[config.mk]
export PLATFORM = sky130hd
export DESIGN_NAME = stream_ingress_adapter_flat
export DESIGN_NICKNAME = d
export VERILOG_FILES = /design/src/rtl/stream_ingress_adapter_if.sv /design/src/rtl/stream_ingress_adapter.sv /design/src/flat_wrapper.sv
export SDC_FILE = /design/constraint.sdc
export NUM_CORES = 1
export LEC_CHECK = 0
export BUFFER_PORTS_ARGS = -buffer_cell sky130_fd_sc_hd__buf_2
export CAP_MARGIN = 10
export CORE_ASPECT_RATIO = 0.75
export CORE_MARGIN = 10
export CORE_UTILIZATION = 59
export CTS_CLUSTER_SIZE = 12
export DETAILED_ROUTE_END_ITERATION = 8
export GPL_TIMING_DRIVEN = 0
export PLACE_DENSITY_LB_ADDON = 0.1
export SLEW_MARGIN = 20
export SYNTH_ARGS = -nofsm -noshare
export SYNTH_HDL_FRONTEND = slang
export SYNTH_SLANG_ARGS = --single-unit
[constraint.sdc]
create_clock -name clk -period 4.3 [get_ports clk]
set_clock_uncertainty 0.2 [all_clocks]
set_input_delay 0.215 -clock clk [delete_from_list [all_inputs] [get_ports clk]]
set_output_delay 0.215 -clock clk [all_outputs]
set_load 0.02 [all_outputs]
[src/rtl/stream_ingress_adapter_if.sv]
// Handshake bundle between the external input stream and the core's input port.
// The adapter uses the slave view; whatever drives the stream and the core's
// ready uses the master view.
interface stream_ingress_adapter_if #(
    parameter int W = 64
);
    logic         s_valid;
    logic         s_ready;
    logic [W-1:0] s_data;
    logic         s_last;
    logic         core_valid;
    logic         core_ready;
    logic [W-1:0] core_data;

    modport slave (
        input  s_valid, s_data, s_last, core_ready,
        output s_ready, core_valid, core_data
    );

    modport master (
        output s_valid, s_data, s_last, core_ready,
        input  s_ready, core_valid, core_data
    );
endinterface

[src/rtl/stream_ingress_adapter.sv]
// Input framing adapter: forwards exactly the number of words the core expects
// for the latched mode/level (fixed part, optional length word, message words),
// checks the last marker, zero-pads short frames and drains long ones so the
// core never waits forever.
module stream_ingress_adapter #(
    parameter int W      = 64,
    parameter int MLEN_W = 32
) (
    input  logic                     clk,
    input  logic                     rst,
    input  logic                     start,
    input  logic [1:0]               mode,
    input  logic [2:0]               sec_lvl,
    stream_ingress_adapter_if.slave  bus,
    output logic                     done,
    output logic                     err
);
    localparam int CW = 10;          // fixed-part counter, F <= 903
    localparam int MW = MLEN_W - 2;  // message-word counter, M <= 2^(MLEN_W-3)

    typedef enum logic [2:0] {
        S_IDLE, S_FIXED, S_MLEN, S_MSG, S_PAD, S_DRAIN, S_END
    } state_t;

    state_t          state, state_nxt;
    logic [CW-1:0]   cnt, f_n, f_sel;
    logic            is_kg, cfg_ok;
    logic [MW-1:0]   msg_cnt, m_len, pad_rem, m_calc;
    logic [MLEN_W:0] m_sum;
    logic            xfer, fix_last, is_final;

    // Fixed-part word count and configuration check for the requested op.
    always_comb begin
        f_sel  = '0;
        cfg_ok = 1'b0;
        if (mode != 2'd3 && (sec_lvl == 3'd2 || sec_lvl == 3'd3 || sec_lvl == 3'd5)) begin
            cfg_ok = 1'b1;
            case (mode)
                2'd0: f_sel = CW'(4);
                2'd1: f_sel = (sec_lvl == 3'd2) ? CW'(320) : (sec_lvl == 3'd3) ? CW'(504) : CW'(612);
                default: f_sel = (sec_lvl == 3'd2) ? CW'(467) : (sec_lvl == 3'd3) ? CW'(658) : CW'(903);
            endcase
        end
    end

    // Message word count from the length word; one extra bit so L=all-ones cannot wrap.
    always_comb begin
        m_sum  = {1'b0, bus.s_data[MLEN_W-1:0]} + (MLEN_W+1)'(7);
        m_calc = MW'(m_sum >> 3);
    end

    // Transfer strobe and "this is the frame's final expected word" decode.
    always_comb begin
        xfer     = bus.s_valid && bus.core_ready;
        fix_last = (cnt == f_n - CW'(1));
        case (state)
            S_FIXED: is_final = is_kg && fix_last;
            S_MLEN:  is_final = (m_calc == '0);
            S_MSG:   is_final = (msg_cnt == m_len - MW'(1));
            default: is_final = 1'b0;
        endcase
    end

    // State register.
    always_ff @(posedge clk) begin
        if (!rst) state <= S_IDLE;
        else      state <= state_nxt;
    end

    // Next-state: phase progression plus last-marker framing checks.
    always_comb begin
        state_nxt = state;
        case (state)
            S_IDLE: if (start) state_nxt = cfg_ok ? S_FIXED : S_DRAIN;
            S_FIXED, S_MLEN, S_MSG: begin
                if (xfer) begin
                    if (bus.s_last)                      state_nxt = is_final ? S_END : S_PAD;
                    else if (is_final)                   state_nxt = S_DRAIN;
                    else if (state == S_FIXED && fix_last) state_nxt = S_MLEN;
                    else if (state == S_MLEN)            state_nxt = S_MSG;
                end
            end
            S_PAD:   if (bus.core_ready && pad_rem == MW'(1)) state_nxt = S_END;
            S_DRAIN: if (bus.s_valid && bus.s_last) state_nxt = S_END;
            S_END:   state_nxt = S_IDLE;
            default: state_nxt = S_IDLE;
        endcase
    end

    // Outputs: pass-through while forwarding, zero words while padding, sink while draining.
    always_comb begin
        bus.s_ready    = 1'b0;
        bus.core_valid = 1'b0;
        bus.core_data  = '0;
        done           = 1'b0;
        case (state)
            S_FIXED, S_MLEN, S_MSG: begin
                bus.s_ready    = bus.core_ready;
                bus.core_valid = bus.s_valid;
                bus.core_data  = bus.s_data;
            end
            S_PAD:   bus.core_valid = 1'b1;
            S_DRAIN: bus.s_ready    = 1'b1;
            S_END:   done           = 1'b1;
            default: ;
        endcase
    end

    // Word counters, latched op parameters and the remaining pad count.
    always_ff @(posedge clk) begin
        if (!rst) begin
            cnt     <= '0;
            msg_cnt <= '0;
            m_len   <= '0;
            pad_rem <= '0;
            f_n     <= '0;
            is_kg   <= 1'b0;
        end else begin
            case (state)
                S_IDLE: if (start) begin
                    cnt     <= '0;
                    msg_cnt <= '0;
                    f_n     <= f_sel;
                    is_kg   <= (mode == 2'd0);
                end
                S_FIXED: if (xfer) cnt <= cnt + CW'(1);
                S_MLEN:  if (xfer) m_len <= m_calc;
                S_MSG:   if (xfer) msg_cnt <= msg_cnt + MW'(1);
                S_PAD:   if (bus.core_ready) pad_rem <= pad_rem - MW'(1);
                default: ;
            endcase
            // Early last: pad what is still owed. In the fixed part of sign/verify
            // that includes a zero length word, so no message phase follows.
            if (state_nxt == S_PAD && state != S_PAD) begin
                case (state)
                    S_FIXED: pad_rem <= MW'(f_n - cnt - CW'(1)) + MW'(!is_kg);
                    S_MLEN:  pad_rem <= m_calc;
                    default: pad_rem <= m_len - msg_cnt - MW'(1);
                endcase
            end
        end
    end

    // Sticky framing error, cleared by an accepted start with a valid config.
    always_ff @(posedge clk) begin
        if (!rst)                                         err <= 1'b0;
        else if (state == S_IDLE && start)                err <= !cfg_ok;
        else if (state_nxt == S_PAD || state_nxt == S_DRAIN) err <= 1'b1;
    end
endmodule

[src/flat_wrapper.sv]
// flat-port wrapper written by rule: the top's interface ports become plain ports
module stream_ingress_adapter_flat 
#(
    parameter int W      = 64,
    parameter int MLEN_W = 32
)
  (clk, rst, start, mode, sec_lvl, done, err, bus_s_valid, bus_s_data, bus_s_last, bus_core_ready, bus_s_ready, bus_core_valid, bus_core_data);
  stream_ingress_adapter_if #(.W(W)) bus_i ();
  input  logic clk;
  input  logic rst;
  input  logic start;
  input  logic [1:0] mode;
  input  logic [2:0] sec_lvl;
  output logic done;
  output logic err;
  input wire logic [$bits(bus_i.s_valid)-1:0] bus_s_valid;
  input wire logic [$bits(bus_i.s_data)-1:0] bus_s_data;
  input wire logic [$bits(bus_i.s_last)-1:0] bus_s_last;
  input wire logic [$bits(bus_i.core_ready)-1:0] bus_core_ready;
  output wire logic [$bits(bus_i.s_ready)-1:0] bus_s_ready;
  output wire logic [$bits(bus_i.core_valid)-1:0] bus_core_valid;
  output wire logic [$bits(bus_i.core_data)-1:0] bus_core_data;
  assign bus_i.s_valid = bus_s_valid;
  assign bus_i.s_data = bus_s_data;
  assign bus_i.s_last = bus_s_last;
  assign bus_i.core_ready = bus_core_ready;
  assign bus_s_ready = bus_i.s_ready;
  assign bus_core_valid = bus_i.core_valid;
  assign bus_core_data = bus_i.core_data;
  stream_ingress_adapter #(.W(W), .MLEN_W(MLEN_W)) u_core (.clk(clk), .rst(rst), .start(start), .mode(mode), .sec_lvl(sec_lvl), .bus(bus_i), .done(done), .err(err));
endmodule
Word level (Yosys, flattened, before mapping)
Cells that the tools add are included.
{"block": "op_classes", "add_sub_neg": 11, "n_eq_ne": 20, "mux": 35, "n_reduce_logical": 27}
{"op": "$mux 30", "n": 5}
{"op": "$pmux 30 s2", "n": 2}
{"op": "$sub 30x1->30 const B", "n": 4}
{"op": "$mux 64", "n": 1}
{"op": "$mux 10", "n": 6}
{"op": "$pmux 10 s2", "n": 2}
{"op": "$add 32x3->33 const B", "n": 1}
{"op": "$add 30x1->30", "n": 1}
{"op": "$add 30x1->30 const B", "n": 1}
{"op": "$eq 30x1->1 const B", "n": 1}
{"op": "$eq 30x30->1", "n": 1}
{"op": "$logic_not 30->1", "n": 1}
{"op": "$sub 30x30->30", "n": 1}
{"op": "$mux 3", "n": 9}
{"op": "$eq 3x3->1 const B", "n": 6}
{"op": "$eq 3x2->1 const B", "n": 4}
{"op": "$pmux 3 s4", "n": 1}
{"op": "$sub 10x10->11", "n": 1}
{"op": "$add 10x1->10 const B", "n": 1}
{"op": "$eq 10x10->1", "n": 1}
{"op": "$reduce_bool 2->1", "n": 5}
{"op": "$sub 10x1->10 const B", "n": 1}
{"op": "$mux 9", "n": 1}
{"op": "$logic_and 1x1->1", "n": 8}
{"op": "other kinds (16)", "n": 28}
{"block": "totals", "ff_bits": 115, "inputBits": 75, "output_inout_bits": 68, "wordCells": 101}

Depth between registers and ports, before layout
{"block": "depth", "ltp_word": 12, "mapped_depth": 18, "mapped_depth_nobuf": 18}

Least setup slack after synthesis
No wires, ideal clock.
{"block": "synth_path", "path_kind": "register -> register", "start": "reg u_core.m_len[3]", "end": "reg u_core.pad_rem[15]", "setup_ps": 128, "t_arrival_ps": 3542, "t_required_ps": 3972, "path_slack_ps": 431, "stages_incl_launch_ff": 15, "n_path_buf": 2, "synth_period_minus_slack_ps": 3869, "cell_sequence": "dfxtp_1 or3_1 or3_1 buf_2 or4_1 or3_1 a221oi_2 nand4_1 o41ai_2 xor2_1 a21o_2 nand2_4 buf_2 mux2i_1 nor2_1"}
{"block": "synth_between", "elab_chain_cells": 11, "elab_cells_between_ends": 17, "cone_classes": "add/sub (3); eq/ne (2); mux (8); reduce/logical (4)"}
{"item": "from (decl)", "line_no": "stream_ingress_adapter.sv:28", "source": "logic [MW-1:0] msg_cnt, m_len, pad_rem, m_calc;"}
{"item": "from (signal assigned)", "line_no": "stream_ingress_adapter.sv:127", "source": "S_MLEN: if (xfer) m_len <= m_calc;"}
{"item": "$sub 30x1->30", "line_no": "stream_ingress_adapter.sv:59", "source": "S_MSG: is_final = (msg_cnt == m_len - MW'(1));"}
{"item": "$eq 30x30->1", "line_no": "stream_ingress_adapter.sv:59"}
{"item": "$pmux 1 s3", "line_no": "stream_ingress_adapter.sv:56", "source": "case (state)"}
{"item": "$mux 3 or $mux 2 (tied branches)", "line_no": "stream_ingress_adapter.sv:78, stream_ingress_adapter.sv:77"}
{"item": "$mux 3", "line_no": "stream_ingress_adapter.sv:77", "source": "if (bus.s_last) state_nxt = is_final ? S_END : S_PAD;"}
{"item": "$mux 3", "line_no": "stream_ingress_adapter.sv:76", "source": "if (xfer) begin"}
{"item": "$pmux 3 s4", "line_no": "stream_ingress_adapter.sv:73", "source": "case (state)"}
{"item": "$eq 3x3->1", "line_no": "stream_ingress_adapter.sv:134", "source": "if (state_nxt == S_PAD && state != S_PAD) begin"}
{"item": "$logic_and 1x1->1", "line_no": "stream_ingress_adapter.sv:134"}
{"item": "$reduce_bool 2->1 (no source line)"}
{"item": "$reduce_and 2->1 (no source line)"}
{"item": "to (signal assigned)", "line_no": "stream_ingress_adapter.sv:136", "source": "S_FIXED: pad_rem <= MW'(f_n - cnt - CW'(1)) + MW'(!is_kg);"}
{"item": "to (signal assigned)", "line_no": "stream_ingress_adapter.sv:137", "source": "S_MLEN: pad_rem <= m_calc;"}
{"item": "to (signal assigned)", "line_no": "stream_ingress_adapter.sv:138", "source": "default: pad_rem <= m_len - msg_cnt - MW'(1);"}
{"item": "to (decl)", "line_no": "stream_ingress_adapter.sv:28"}
Parallel ways exist; a longest one is shown, timed or not.
A chain may end at the register's enable or synchronous reset.

Worst setup path after layout
{"block": "layout_path", "start": "reg u_core.m_len[4]", "end": "reg u_core.pad_rem[23]"}
Same word-level chain as after synthesis.

==> key figures <==
Status
  – Outcome: finished clean

Route
  – Final antenna-violating net count: 0
  – WL final: 38200 um
  – Avg WL per Cell: 21.5 um
  – Vias/cell: ~6.4
  – DRT iter0 DRCs: about 1400
  – Vias: 11300
  – Post-route DRC: 0
  – 1st-pass router iterations: 6

Clocking
  – H-tree depth: 4
  – Inserted Clock Buffers: 17
  – CTS tree: done
  – Root buf cell: clkbuf_16
  – Worst-path clk slew: approximately 60 ps
  – Clock Latency Late Sink: 430 ps
  – Clock sinks: between 100 and 150
  – Clock Path Buffers: 2

Floorplanning
  – Core ar.: about 17000 um2
  – Core Rows: 41
  – Die Y: around 130 um
  – Boundary pin count: 143
  – Initial Utilization: 0.603
  – Die area: ~23000 um2
  – Die width: roughly 170 um

Worst setup path
  – Crit path max fanout: 7
  – Origin of the critical flop-to-flop path: u_core.m_len[4]
  – Worst reg2reg setup slack: approximately 26 ps
  – Reg-to-Reg End: u_core.pad_rem[23]
  – Worst setup SP type: register
  – WS Path Type: register to register
  – Worst endpoint required time: about 4500 ps
  – Arr. time, crit path: between 4000 and 5000 ps
  – Worst setup EP type: register
  – R2R cell count: 16

Timing
  – Final hold slack: approximately 19 ps
  – Max Clock Freq: roughly 230 MHz
  – Slew @ Worst Pin: between 800 and 900 ps
  – Final period util: 0.994
  – Final hold vios: 0
  – Minimum clock period: ~4300 ps
  – Setup violations, final: 0
  – Unrepaired setup endpoints after global routing: true
  – Final Max Tran Viols: 0
  – Slew headroom: 0.404

Synth
  – Post-Syn Instances: between 1000 and 1500
  – Cell variety after synth: between 70 and 80
  – Primary FF master, synth: dfxtp_1
  – Seq cells post-synth: 115
  – Sequential area share after synthesis: 0.226
  – Avg Inst Size Synth: between 7 and 8 um2
  – Mapped cell area: 10200 um2
  – Post-synth EDFFs: 0
  – FFs w/ async S/R, synth: 0
  – YS warnings: 0
  – Net Count, Synth: 1492

Power
  – Int Power: 0.00235 W
  – Sw Share: 0.356
  – Static Leak: between 4 and 5 nW
  – Max IR drop VDD: just under 0.2 mV
  – Switching Power: 0.00130 W
  – Clock share of power: 0.376
  – Comb pwr share: 0.307
  – PD cells: 296 nW/um2
  – Reg power frac: 0.317

GRT
  – GRT busiest layer: met2
  – Initial antenna violation count: 1
  – Largest net degree at the start of global routing: 17
  – M1 GR Usage: 0.437
  – GR Util met3: 0.117
  – Met2 Track Usage GR: 0.466
  – First-pass GRT wire length: about 58000 um
  – Global route total overflow: 0
  – Total GRT Usage: 0.323
  – Vias in the first global route: approximately 10000

Cells and area
  – Layout cells sized above 1: 0.165
  – Layout area overhead: 20.9%
  – Most common cell after layout, fill and taps aside: nor2_1
  – Final-stage net count: about 1700
  – Layout Cells excl Fill: 1781
  – Commonest non-fill, non-tap cells in the layout: 163 x nor2_1, 142 x buf_2, 126 x xnor2_1, 109 x dfxtp_1, 98 x nand2_1
  – # diodes: 0

Place
  – Last weighted congestion value of the routability-driven placer: roughly 1.1
  – DP Cell Count: between 1500 and 2000
  – PortBufs: 140
  – Final HPWL DP: 29500 um

Hold path
  – Hold EP: u_core.f_n[8]
  – Hold_sp: sec_lvl[1]
  – Worst hold stages: 4
  – Worst Hold Class: primary input to register

Run
  – Max-cap violation count: 0
layer usage:
| metal | up-vias | part of all wire |
|---|---|---|
| li1 | 5297 | - |
| met1 | 5200 | 0.43 |
| met2 | 739 | 0.40 |
| met3 | 87 | 0.14 |
| met4 | 2 | 0.028 |
| met5 | - | 0.00034 |
through the flow:
step / TNS [ps] / setup slack, ps / util / power, W / area [um2]
3_3_place_gp: -21560 / -769 / 0.661 / 0.00219 / 11100
3_5_place_dp: -23670 / -831 / 0.661 / 0.00220 / 11200
6_report: 0 / 25.6 / 0.729 / 0.00364 / 12300
5_1_grt: -216 / -53.9 / 0.729 / 0.00376 / 12300
2_1_floorplan: 0 / 431 / - / 0.00185 / 10200
4_1_cts: 0 / 9.19 / 0.721 / 0.00358 / 12200
cells by family (layout without fill, tap and decap cells):
group	count (synthesis)	count (layout)	share of synthesized area
AOI/OAI and AO/OA	280	280	0.193
buffers and inverters	118	320	0.0449
muxes	15	15	0.0155
DFF	115	115	0.226
and+or+nand+nor	608	608	0.303
xor gates and xnor gates	175	175	0.151
adders and majority gates	53	53	0.0666
sequential cells by signal, indices dropped and copies added, names as in the netlist:
name	flops
u_core.cnt	10
u_core.err	1
u_core.f_n	10
u_core.is_kg	1
u_core.m_len	30
u_core.msg_cnt	30
u_core.pad_rem	30
u_core.state	3
Yosys cell counts (6+ instances only):
cell / number / share of area
nor2_1: 165 / 0.061
xnor2_1: 126 / 0.11
dfxtp_1: 115 / 0.23
nand2_1: 99 / 0.037
and2_1: 72 / 0.044
inv_1: 58 / 0.021
nor3_1: 58 / 0.029
a21oi_1: 57 / 0.028
a211oi_1: 54 / 0.040
clkbuf_1: 52 / 0.019
ha_1: 51 / 0.063
nand3_1: 49 / 0.024
xor2_1: 49 / 0.042
o21ai_0: 40 / 0.020
nor4_1: 34 / 0.021
nand4_1: 30 / 0.018
nand2b_1: 19 / 0.012
and3_1: 18 / 0.011
a21o_1: 16 / 0.012
o221ai_1: 13 / 0.011
or3_1: 13 / 0.0080
mux2i_1: 12 / 0.012
o22ai_1: 12 / 0.0074
nor2b_1: 11 / 0.0068
o21a_1: 9 / 0.0066
and4_1: 8 / 0.0069
o31ai_1: 8 / 0.0059
a31oi_1: 7 / 0.0043
o311a_1: 7 / 0.0069
or4_1: 7 / 0.0052
nand3b_1: 6 / 0.0044
nor3b_1: 6 / 0.0044
o211ai_1: 6 / 0.0044
power by group through the flow:
stage / Clock, W / Combinational, W / Sequential [W]
final: 0.00137 / 0.00112 / 0.00116
after detailed placement: 0 / 0.00103 / 0.00118
after global routing: 0.00141 / 0.00120 / 0.00116
after global placement: 0 / 0.00101 / 0.00117
after CTS: 0.00137 / 0.00107 / 0.00115
after floorplan: 0 / 0.000686 / 0.00117
worst max-delay path by stage:
stage                               start                  to  slack (ps)  cells after the start
final                     u_core.m_len[4]  u_core.pad_rem[23]          30                     16
after global routing      u_core.m_len[4]  u_core.pad_rem[23]         -50                     16
after CTS                   u_core.f_n[1]  u_core.pad_rem[23]           9                     16
after detailed placement  u_core.m_len[8]  u_core.pad_rem[14]        -830                     14
after global placement    u_core.m_len[8]  u_core.pad_rem[18]        -770                     14
after floorplan           u_core.m_len[3]  u_core.pad_rem[15]         430                     14
final cells by class:
| cell class | instances | area (um2) |
|---|---|---|
| Timing Repair Buffer | 172 | 992 |
| Inverter | 59 | 221 |
| Fill cell | 1365 | 4570 |
| Tap cell | 215 | 269 |
| Multi-Input combinational cell | 1131 | 7700 |
| Sequential cell | 115 | 2310 |
| Buffer | 57 | 246 |
| Clock buffer | 23 | 478 |
| Clock inverter | 9 | 80.1 |
critical path, cell delays in order (launching register included):
cell,delay [ps]
dfxtp_4,350
or3_4,380
or3_4,380
buf_6,140
or4_4,410
or3_4,350
a221oi_2,280
nand4_1,190
o41ai_4,220
buf_4,200
xor2_1,70
a21o_2,260
nand2_8,130
buf_8,140
buf_4,110
mux2_2,310
nor2_1,70
what timing repair did:
| action | in CTS | in global routing |
|---|---|---|
| gates cloned | 1 | 0 |
| endpoints found under the hold margin | 8 | 0 |
| setup buffers | 13 | 10 |
| hold buffers | 8 | 0 |
| endpoints found under the setup margin | 33 | 32 |
| gates resized for setup | 51 | 17 |
| pin swaps | 14 | 13 |
Note: power is estimated with default switching activity, not from simulation.
